$ cat src/rtl/sad_min_search.sv
// Block-matching motion search: streams candidate blocks, accumulates SAD in a
// two-stage pipeline and keeps the minimum SAD with its (row, column) position.
module sad_min_search #(
    parameter  int unsigned PIX_W      = 8,
    parameter  int unsigned LANES      = 4,
    parameter  int unsigned BLK_PIX    = 64,
    parameter  int unsigned SR_W       = 4,
    parameter  int unsigned POS_W      = 5,
    parameter  int unsigned EARLY_TERM = 1,
    localparam int unsigned SAD_W      = PIX_W + $clog2(BLK_PIX),
    localparam int unsigned CNT_W      = 2 * POS_W
) (
    input  logic                   clk,
    input  logic                   rst,
    input  logic                   start_i,
    input  logic                   pix_valid_i,
    input  logic [LANES*PIX_W-1:0] cur_pix_i,
    input  logic [LANES*PIX_W-1:0] ref_pix_i,
    input  logic                   search_last_i,
    output logic                   in_ready_o,
    output logic                   reject_o,
    output logic [SAD_W-1:0]       MSAD,
    output logic [POS_W-1:0]       MSAD_row,
    output logic [POS_W-1:0]       MSAD_column,
    output logic [CNT_W-1:0]       cand_cnt_o,
    output logic                   data_valid
);
    localparam int unsigned BEATS  = BLK_PIX / LANES;
    localparam int unsigned BEAT_W = (BEATS > 1) ? $clog2(BEATS) : 1;

    typedef enum logic [1:0] {IDLE, RUN, FLUSH, DONE} state_t;

    state_t              state_q, state_d;
    logic                flush_q, in_ready_q, reject_q, data_valid_q;
    logic [BEAT_W-1:0]   beat_q;
    logic [POS_W-1:0]    row_q, col_q;
    logic [PIX_W-1:0]    s1_diff_q [LANES];
    logic                s1_valid_q, s1_first_q, s1_close_q;
    logic [POS_W-1:0]    s1_row_q, s1_col_q;
    logic [SAD_W-1:0]    s2_sum_q;
    logic                s2_valid_q, s2_close_q;
    logic [POS_W-1:0]    s2_row_q, s2_col_q;
    logic [SAD_W-1:0]    msad_q;
    logic [POS_W-1:0]    mrow_q, mcol_q;
    logic [CNT_W-1:0]    cnt_q;
    logic                min_valid_q, rej_q;

    logic                accept_c, close_c, entry_c, reject_c, update_c;
    logic [PIX_W-1:0]    diff_c [LANES];
    logic [SAD_W-1:0]    lane_sum_c;

    assign accept_c = pix_valid_i && in_ready_q;
    assign close_c  = accept_c && (beat_q == BEAT_W'(BEATS - 1));
    assign entry_c  = (state_q == IDLE) && start_i;

    // State register
    always_ff @(posedge clk) begin
        if (rst) begin
            state_q <= IDLE;
        end else begin
            state_q <= state_d;
        end
    end

    // Next-state logic; FLUSH spans the two cycles the last candidate needs to compare
    always_comb begin
        state_d = state_q;
        case (state_q)
            IDLE:    if (start_i) state_d = RUN;
            RUN:     if (close_c && search_last_i) state_d = FLUSH;
            FLUSH:   if (flush_q) state_d = DONE;
            DONE:    state_d = IDLE;
            default: state_d = IDLE;
        endcase
    end

    // Per-lane absolute difference and lane sum
    always_comb begin
        lane_sum_c = '0;
        for (int l = 0; l < int'(LANES); l++) begin
            diff_c[l] = (cur_pix_i[l*PIX_W +: PIX_W] > ref_pix_i[l*PIX_W +: PIX_W])
                      ? cur_pix_i[l*PIX_W +: PIX_W] - ref_pix_i[l*PIX_W +: PIX_W]
                      : ref_pix_i[l*PIX_W +: PIX_W] - cur_pix_i[l*PIX_W +: PIX_W];
            lane_sum_c = lane_sum_c + SAD_W'(s1_diff_q[l]);
        end
    end

    // Partial sums only grow, so a rejected candidate can never win its compare
    always_comb begin
        reject_c = (EARLY_TERM != 0) && s2_valid_q && min_valid_q && !rej_q
                && (s2_sum_q > msad_q);
        update_c = s2_valid_q && s2_close_q && !rej_q && !reject_c
                && (!min_valid_q || (s2_sum_q < msad_q));
    end

    always_ff @(posedge clk) begin
        if (rst) begin
            flush_q      <= 1'b0;
            in_ready_q   <= 1'b0;
            reject_q     <= 1'b0;
            data_valid_q <= 1'b0;
            beat_q       <= '0;
            row_q        <= '0;
            col_q        <= '0;
            for (int l = 0; l < int'(LANES); l++) s1_diff_q[l] <= '0;
            s1_valid_q   <= 1'b0;
            s1_first_q   <= 1'b0;
            s1_close_q   <= 1'b0;
            s1_row_q     <= '0;
            s1_col_q     <= '0;
            s2_sum_q     <= '0;
            s2_valid_q   <= 1'b0;
            s2_close_q   <= 1'b0;
            s2_row_q     <= '0;
            s2_col_q     <= '0;
            msad_q       <= '0;
            mrow_q       <= '0;
            mcol_q       <= '0;
            cnt_q        <= '0;
            min_valid_q  <= 1'b0;
            rej_q        <= 1'b0;
        end else begin
            flush_q      <= (state_q == FLUSH);
            in_ready_q   <= (state_d == RUN);
            reject_q     <= reject_c;
            data_valid_q <= (state_d == DONE);

            // Stage 1
            s1_valid_q <= accept_c;
            if (accept_c) begin
                for (int l = 0; l < int'(LANES); l++) s1_diff_q[l] <= diff_c[l];
                s1_first_q <= (beat_q == '0);
                s1_close_q <= close_c;
                s1_row_q   <= row_q;
                s1_col_q   <= col_q;
            end

            // Stage 2: accumulator restarts on each candidate's first beat
            s2_valid_q <= s1_valid_q;
            if (s1_valid_q) begin
                s2_sum_q   <= (s1_first_q ? '0 : s2_sum_q) + lane_sum_c;
                s2_close_q <= s1_close_q;
                s2_row_q   <= s1_row_q;
                s2_col_q   <= s1_col_q;
            end

            // Compare stage
            if (s2_valid_q && s2_close_q) begin
                rej_q <= 1'b0;
                cnt_q <= cnt_q + CNT_W'(1);
                if (update_c) begin
                    msad_q      <= s2_sum_q;
                    mrow_q      <= s2_row_q;
                    mcol_q      <= s2_col_q;
                    min_valid_q <= 1'b1;
                end
            end else if (reject_c) begin
                rej_q <= 1'b1;
            end

            // Beat and position counters
            if (accept_c) begin
                if (close_c) begin
                    beat_q <= '0;
                    if (col_q == POS_W'(SR_W - 1)) begin
                        col_q <= '0;
                        row_q <= row_q + POS_W'(1);
                    end else begin
                        col_q <= col_q + POS_W'(1);
                    end
                end else begin
                    beat_q <= beat_q + BEAT_W'(1);
                end
            end

            if (entry_c) begin
                beat_q      <= '0;
                row_q       <= '0;
                col_q       <= '0;
                s2_sum_q    <= '0;
                cnt_q       <= '0;
                min_valid_q <= 1'b0;
                rej_q       <= 1'b0;
            end
        end
    end

    assign in_ready_o  = in_ready_q;
    assign reject_o    = reject_q;
    assign MSAD        = msad_q;
    assign MSAD_row    = mrow_q;
    assign MSAD_column = mcol_q;
    assign cand_cnt_o  = cnt_q;
    assign data_valid  = data_valid_q;

endmodule

$ cat config.mk
export PLATFORM = sky130hd
export DESIGN_NAME = sad_min_search
export DESIGN_NICKNAME = d
export VERILOG_FILES = /design/src/rtl/sad_min_search.sv
export SDC_FILE = /design/constraint.sdc
export NUM_CORES = 1
export LEC_CHECK = 0
export CAP_MARGIN = 20
export CORE_MARGIN = 4
export CORE_UTILIZATION = 44
export CTS_CLUSTER_DIAMETER = 60
export DETAILED_ROUTE_END_ITERATION = 10
export SLEW_MARGIN = 20
export SYNTH_ARGS = -nofsm -noshare
export SYNTH_HDL_FRONTEND = slang
export SYNTH_SLANG_ARGS = --single-unit
$ cat constraint.sdc
create_clock -name clk -period 5.65 [get_ports clk]
set_input_delay 0.8475 -clock clk [delete_from_list [all_inputs] [get_ports clk]]
set_output_delay 0.8475 -clock clk [all_outputs]
set_load 0.005 [all_outputs]
==> results of run 1 <==
==> worst min-delay path by stage <==
stage                          endpoint  slack [ns]                      from  cells past startpoint
2_1_floorplan     data_valid$_SDFF_PP0_        0.43        flush_q$_SDFF_PP0_                      1
3_3_place_gp   s1_row_q[3]$_SDFFE_PP0P_        0.44  s1_row_q[3]$_SDFFE_PP0P_                      2
3_5_place_dp   s1_row_q[3]$_SDFFE_PP0P_        0.45  s1_row_q[3]$_SDFFE_PP0P_                      2
4_1_cts        s1_row_q[2]$_SDFFE_PP0P_        0.46  s1_row_q[2]$_SDFFE_PP0P_                      2
5_1_grt        s1_row_q[1]$_SDFFE_PP0P_        0.48  s1_row_q[1]$_SDFFE_PP0P_                      2
6_report       s1_row_q[2]$_SDFFE_PP0P_        0.45  s1_row_q[2]$_SDFFE_PP0P_                      2
==> cell families (layout without fill, tap and decap cells) <==
kind of cell / Yosys count / in the layout / share of synthesized area (%)
muxes: 80 / 80 / 8.49
AOI/OAI and AO/OA: 193 / 193 / 13.7
adders and majority gates: 125 / 125 / 18.9
and+or+nand+nor: 341 / 341 / 17.7
xor gates and xnor gates: 31 / 31 / 2.86
buffers and inverters: 203 / 301 / 8.30
DFF: 127 / 127 / 30.1
==> through the flow <==
step / hold slack, ns / setup WS (ns) / instances / cell area [sq um] / utilization [%]
floorplan: 0.430 / 1.71 / 1100 / 9510 / -
global placement: 0.444 / 1.47 / 1441 / 10800 / 50.8
detailed placement: 0.447 / 1.39 / 1441 / 10800 / 50.8
CTS: 0.456 / 1.38 / 1473 / 11400 / 53.7
global route: 0.479 / 1.04 / 1473 / 11400 / 53.7
finish: 0.454 / 1.34 / 1473 / 11400 / 53.7
==> placed cells by master, fill, tap and decap left out, drive strengths merged, types with 21 or more instances in the layout <==
| cell type | Yosys | final |
|---|---|---|
| edfxtp | 32 | 32 |
| nand2 | 77 | 77 |
| inv | 155 | 156 |
| fa | 31 | 31 |
| dfxtp | 95 | 95 |
| ha | 94 | 94 |
| nand2b | 66 | 66 |
| mux2i | 75 | 75 |
| clkbuf | 37 | 21 |
| nor2 | 99 | 99 |
| a21oi | 55 | 55 |
| o21ai | 32 | 32 |
| clkdlybuf4s50 | 0 | 104 |
==> area by class of cell <==
class / instances / area share (%)
sequential: 127 / 25.2
clock buffer: 21 / 4.15
inverter: 157 / 5.19
multi-input combinational: 770 / 51.6
clock inverter: 11 / 1.19
tap: 275 / 3.03
timing repair buffer: 112 / 9.67
==> routing by layer <==
metal	vias to the layer above	wire [microns]	GRT usage, %	share of wire (%)
met1	3456	10100	24.0	51
met3	19	729	2.34	3.6
li1	3890	-	-	-
met5	-	0	0	0
met4	0	273	4.88	1.4
met2	144	8920	27.2	44
==> worst max-delay path, stage by stage, from the launching register on <==
cell and delay [ns]:
dfxtp_1 0.68, nand2b_1 0.20, fa_1 0.41, inv_1 0.08, fa_1 0.43, fa_1 0.47
ha_1 0.26, fa_1 0.44, a211oi_1 0.41, o21a_1 0.24, o211ai_1 0.16, a31oi_1 0.19
o21ai_0 0.09, a21oi_1 0.16
==> where the power goes <==
| part | internal [mW] | leakage, nW | switching (mW) |
|---|---|---|---|
| Sequential | 0.956 | 1.10 | 0.0162 |
| Combinational | 0.319 | 3.42 | 0.411 |
| Clock | 0.727 | 0.306 | 0.386 |
| Total | 2.00 | 4.83 | 0.814 |
==> registers in the layout, indices dropped and copies added, names as in the netlist, 2 cells and up <==
name         cells
MSAD            14
MSAD_column      5
MSAD_row         5
beat_q           4
cand_cnt_o      10
col_q            5
row_q            5
s1_col_q         5
s1_diff_q       32
s1_row_q         5
s2_col_q         5
s2_row_q         5
s2_sum_q        14
state_q          2
==> results.py, run 1 <==
metrics = {
    "clock_network": {
        "cts_tree": "done",
        "htree_num_levels": 4,
        "ctsResizeCount": 0,
        "cts_sinks": 127,
        "insertion_delay_ns": 0.41,
        "clock_tree.buffer_depth": 2,
        "ctsHoldBuffers": 0,
        "cts_root_buf": "clkbuf_16",
        "cts.clk_slew.worst_paths_ns": 0.05,
        "cts_setup_buffers": 0,
        "cts-buffers-inserted": 17,
    },
    "synthesis": {
        "avgSynthCellArea_sq_um": 8.64,
        "synth_commonest_cells": "inv_1, nor2_1, dfxtp_1",
        "synth_edf_count": 32,
        "synthCells": 1100,
        "yosysMostFrequentCell": "inv_1",
        "yosys_warnings": 0,
        "synth_area_sq_um": 9510,
        "synth_nets": 1294,
        "yosys.area.top_type": "dfxtp_1",
        "ys_types": 53,
        "ys_ff_latch": 127,
        "netlist_top_cells_area": "dfxtp_1, ha_1, edfxtp_1",
        "async_flop_share_pct": 0,
        "ys_seq_area_share_pct": 30.1,
        "synth_ff_type": "dfxtp_1",
        "synth.top_cell.area_share_pct": 20.0,
    },
    "placed_design": {
        "place_hpwl_microns": 15500,
        "io_buffers": 105,
        "gp_congestion": 0.841,
    },
    "sta": {
        "tightest_slew_ns": 0.822,
        "fin_setup_tns_ns": 0,
        "finalCritPeriodShare_pct": 76.3,
        "setup-violations-final": 0,
        "rsz0062_at_grt": "false",
        "relSlewSlack_pct": 45.0,
        "fin_worst_skew_ns": 0.00552,
        "fmax_mhz": 232,
        "fin_crit_ns": 4.31,
        "drv_slew": 0,
        "finalHoldViolations": 0,
    },
    "route": {
        "drc": 0,
        "drt-initial-drc-count": 347,
        "routedWlPerCell_microns": 13.6,
        "postRouteAntennaNets": 0,
        "dr.pass1.iters": 4,
        "routed-via-count": 7509,
        "wirelength_microns": 20000,
        "vias_per_cell": 5.10,
    },
    "setup_path": {
        "critPathLaunch": "s1_first_q$_SDFFE_PP0P_",
        "crit_end": "s2_sum_q[13]$_SDFFE_PP0P_",
        "setup.reg_to_reg.worst_slack_ns": 1.34,
        "crit_type": "register to register",
        "crit_path_max_fanout": 17,
        "required_ns": 5.98,
        "start_kind": "register",
        "reg2reg_to": "s2_sum_q[13]$_SDFFE_PP0P_",
        "cp-end-kind": "register",
        "r2r-start": "s1_first_q$_SDFFE_PP0P_",
        "crit_arrival_ns": 4.64,
        "r2r_cells": 13,
    },
    "global_routing": {
        "antenna_found_initial": 0,
        "grt_max_degree": 57,
        "first_global_vias": 7145,
        "grt_use_total_pct": 17.0,
        "grt_pass1_wl_microns": 34300,
        "overflow": 0,
    },
    "pwr": {
        "p_per_area_nw_per_um2": 248,
        "leakage_nw": 4.83,
        "vdd_drop_max_uv": 211,
        "finalPower_mw": 2.82,
    },
    "layout": {
        "final_net_count": 1379,
        "areaGrowthSynthToFinish_pct": 19.4,
        "antenna-diode-count": 0,
        "layout.area.seq_sq_um": 2860,
        "final.fill_count": 1943,
        "drive_gt1_share_pct": 4.26,
        "multi_input_area_sq_um": 5860,
    },
    "die": {
        "die-area_sq_um": 24000,
        "core_sq_um": 21200,
        "die_width_microns": 155,
        "dieHeight_microns": 155,
        "rows": 53,
        "io_pins": 106,
        "start_util_pct": 44.9,
    },
    "run": {
        "drv_cap": 0,
    },
    "outcome": {
        "status": "complete, no violations",
    },
    "hold_path": {
        "hold_path.class": "register to register",
    },
}
No activity file was read; power rests on OpenSTA's default activity.
==> run 2, diff against run 1 <==
PLACE_DENSITY = 0.67   (was not set)
clock period = 3.6 ns   (was 5.65 ns; I/O delays follow)
==> results.py, run 2 (synthesized netlist as in run 1, its figures left out) <==
metrics = {
    "die": {
        "die_width_microns": 155,
        "core_sq_um": 21200,
        "die-area_sq_um": 24000,
        "dieHeight_microns": 155,
        "rows": 53,
        "io_pins": 106,
        "start_util_pct": 44.9,
    },
    "setup_path": {
        "cp-end-kind": "register",
        "setup.reg_to_reg.worst_slack_ns": 0.04,
        "crit_family": "adder cells",
        "crit_type": "register to register",
        "cpPeakStageDelay_ns": 0.51,
        "r2r-start": "s1_first_q$_SDFFE_PP0P_",
        "crit_top_cell": "fa_1",
        "path_cells": "buf_4 -> nand2b_1 -> fa_1 -> fa_1 -> inv_1 -> fa_1 -> ha_2 -> nor4_4 -> o21ai_2 -> a31o_2 -> a21oi_2 -> xor2_1 -> o22ai_1",
        "start_kind": "register",
        "reg2reg_to": "s2_sum_q[10]$_SDFFE_PP0P_",
        "crit_path_max_fanout": 10,
        "crit_end": "s2_sum_q[10]$_SDFFE_PP0P_",
        "crit_buf_inv": 2,
        "crit_arrival_ns": 3.86,
        "critPathLaunch": "s1_first_q$_SDFFE_PP0P_",
        "r2r_cells": 13,
        "slowest_stage": "fa_1",
        "cp.depth": 13,
        "required_ns": 3.90,
    },
    "clock_network": {
        "cts_root_buf": "clkbuf_16",
        "clock_tree.buffer_depth": 2,
        "cts_sinks": 127,
        "htree_num_levels": 4,
        "insertion_delay_ns": 0.42,
        "cts_tree": "done",
        "ctsHoldBuffers": 0,
        "cts-buffers-inserted": 17,
        "cts.clk_slew.worst_paths_ns": 0.06,
    },
    "pwr": {
        "p_int_mw": 3.15,
        "vdd_drop_max_uv": 353,
        "seq_power_share_pct": 33.6,
        "p_clk_share_pct": 34.7,
        "p_per_area_nw_per_um2": 387,
        "pwr-share-comb_pct": 31.7,
        "swShare_pct": 30.4,
        "p_switching_mw": 1.37,
        "leakage_nw": 4.98,
    },
    "sta": {
        "tightest_slew_ns": 0.708,
        "holdWs_ns": 0.455,
        "rsz0062_at_grt": "true",
        "relSlewSlack_pct": 52.7,
        "finalCritPeriodShare_pct": 98.9,
        "fin_ws_ns": 0.0385,
        "fmax_mhz": 281,
        "setup-violations-final": 0,
        "drv_slew": 0,
        "fin_worst_skew_ns": 0.00837,
        "fin_crit_ns": 3.56,
        "finalHoldViolations": 0,
        "fin_setup_tns_ns": 0,
    },
    "hold_path": {
        "hold_path.class": "register to register",
    },
    "layout": {
        "largest-register": "s1_diff_q",
        "areaGrowthSynthToFinish_pct": 23.1,
        "final_area_sq_um": 11700,
        "drive_gt1_share_pct": 8.79,
        "layout_common_cells": "inv_1, clkdlybuf4s50_1, nor2_1",
        "final_common_cell": "inv_1",
        "largest_register_ffs": 32,
        "antenna-diode-count": 0,
        "final_net_count": 1410,
    },
    "placed_design": {
        "gp_congestion": 0.880,
        "place_ws_ns": -0.0695,
        "placed_area_sq_um": 11000,
        "io_buffers": 105,
        "place_hpwl_microns": 16300,
    },
    "route": {
        "routedWlPerCell_microns": 13.9,
        "routed-via-count": 7757,
        "vias_per_cell": 5.16,
        "drc": 0,
        "postRouteAntennaNets": 0,
        "dr.pass1.iters": 5,
        "wirelength_microns": 20900,
        "drt-initial-drc-count": 567,
    },
    "run": {
        "drv_cap": 0,
    },
    "global_routing": {
        "first_global_vias": 7353,
        "grt_max_degree": 45,
        "antenna_found_initial": 0,
        "grt_use_total_pct": 17.4,
        "overflow": 0,
        "grt_pass1_wl_microns": 34800,
    },
    "outcome": {
        "status": "complete, no violations",
    },
}
[run 2: cell count changes in the layout (fill, tap and decap cells not counted), sizes merged]
cell and change:
buf +31, clkbuf -1, bufinv -2, clkinv +2, clkinvlp +1
[run 2: worst min-delay path by stage]
stage,start,slack (ns),cells past startpoint,to
after detailed placement,flush_q$_SDFF_PP0_,0.45,1,data_valid$_SDFF_PP0_
after global routing,flush_q$_SDFF_PP0_,0.47,1,data_valid$_SDFF_PP0_
after global placement,s1_row_q[2]$_SDFFE_PP0P_,0.44,2,s1_row_q[2]$_SDFFE_PP0P_
after CTS,s1_row_q[3]$_SDFFE_PP0P_,0.46,2,s1_row_q[3]$_SDFFE_PP0P_
final,s1_row_q[3]$_SDFFE_PP0P_,0.46,2,s1_row_q[3]$_SDFFE_PP0P_
after floorplan,flush_q$_SDFF_PP0_,0.43,1,data_valid$_SDFF_PP0_
[run 2: layout make-up]
class                           instances  area, sq um
Tap cell                              275          344
Clock buffer                           20          457
Timing Repair Buffer                  143         1340
Clock inverter                         12         92.6
Inverter                              157          589
Sequential cell                       127         2870
Fill cell                            1925         9450
Multi-Input combinational cell        770         6010
[run 2: power by group through the flow]
stage	Sequential [mW]	Combinational (mW)	Clock [mW]
6_report	1.52	1.43	1.57
5_1_grt	1.52	1.60	1.69
4_1_cts	1.52	1.29	1.61
3_5_place_dp	1.55	1.25	0
3_3_place_gp	1.55	1.23	0
2_1_floorplan	1.54	0.886	0
[run 2: stage by stage]
step | util, % | std cells | power [mW]
4_1_cts | 54.9 | 1502 | 4.42
3_3_place_gp | 52.1 | 1468 | 2.78
2_1_floorplan | - | 1100 | 2.43
5_1_grt | 55.3 | 1504 | 4.81
6_report | 55.3 | 1504 | 4.53
3_5_place_dp | 52.1 | 1468 | 2.80
[run 2: metal layers]
metal | vias to the layer above | GRT usage, % | wire length, microns
li1 | 3954 | - | -
met1 | 3613 | 24.4 | 10300
met5 | - | 0 | 0
met2 | 171 | 27.8 | 9540
met4 | 0 | 4.75 | 208
met3 | 19 | 2.75 | 858
[run 2: repair_timing]
item	CTS	global route
setup endpoints to repair	5	6
buffers inserted	2	3
gates resized for setup	10	16
pin swaps	13	15
[run 2: worst register-to-register path: cells and delay by family, from the launching register on]
kind,cells,cell delay (ns)
DFF,1,0.37
buffers and inverters,2,0.22
and+or+nand+nor,2,0.42
AOI/OAI and AO/OA,4,0.63
xor gates and xnor gates,1,0.15
adders and majority gates,4,1.66
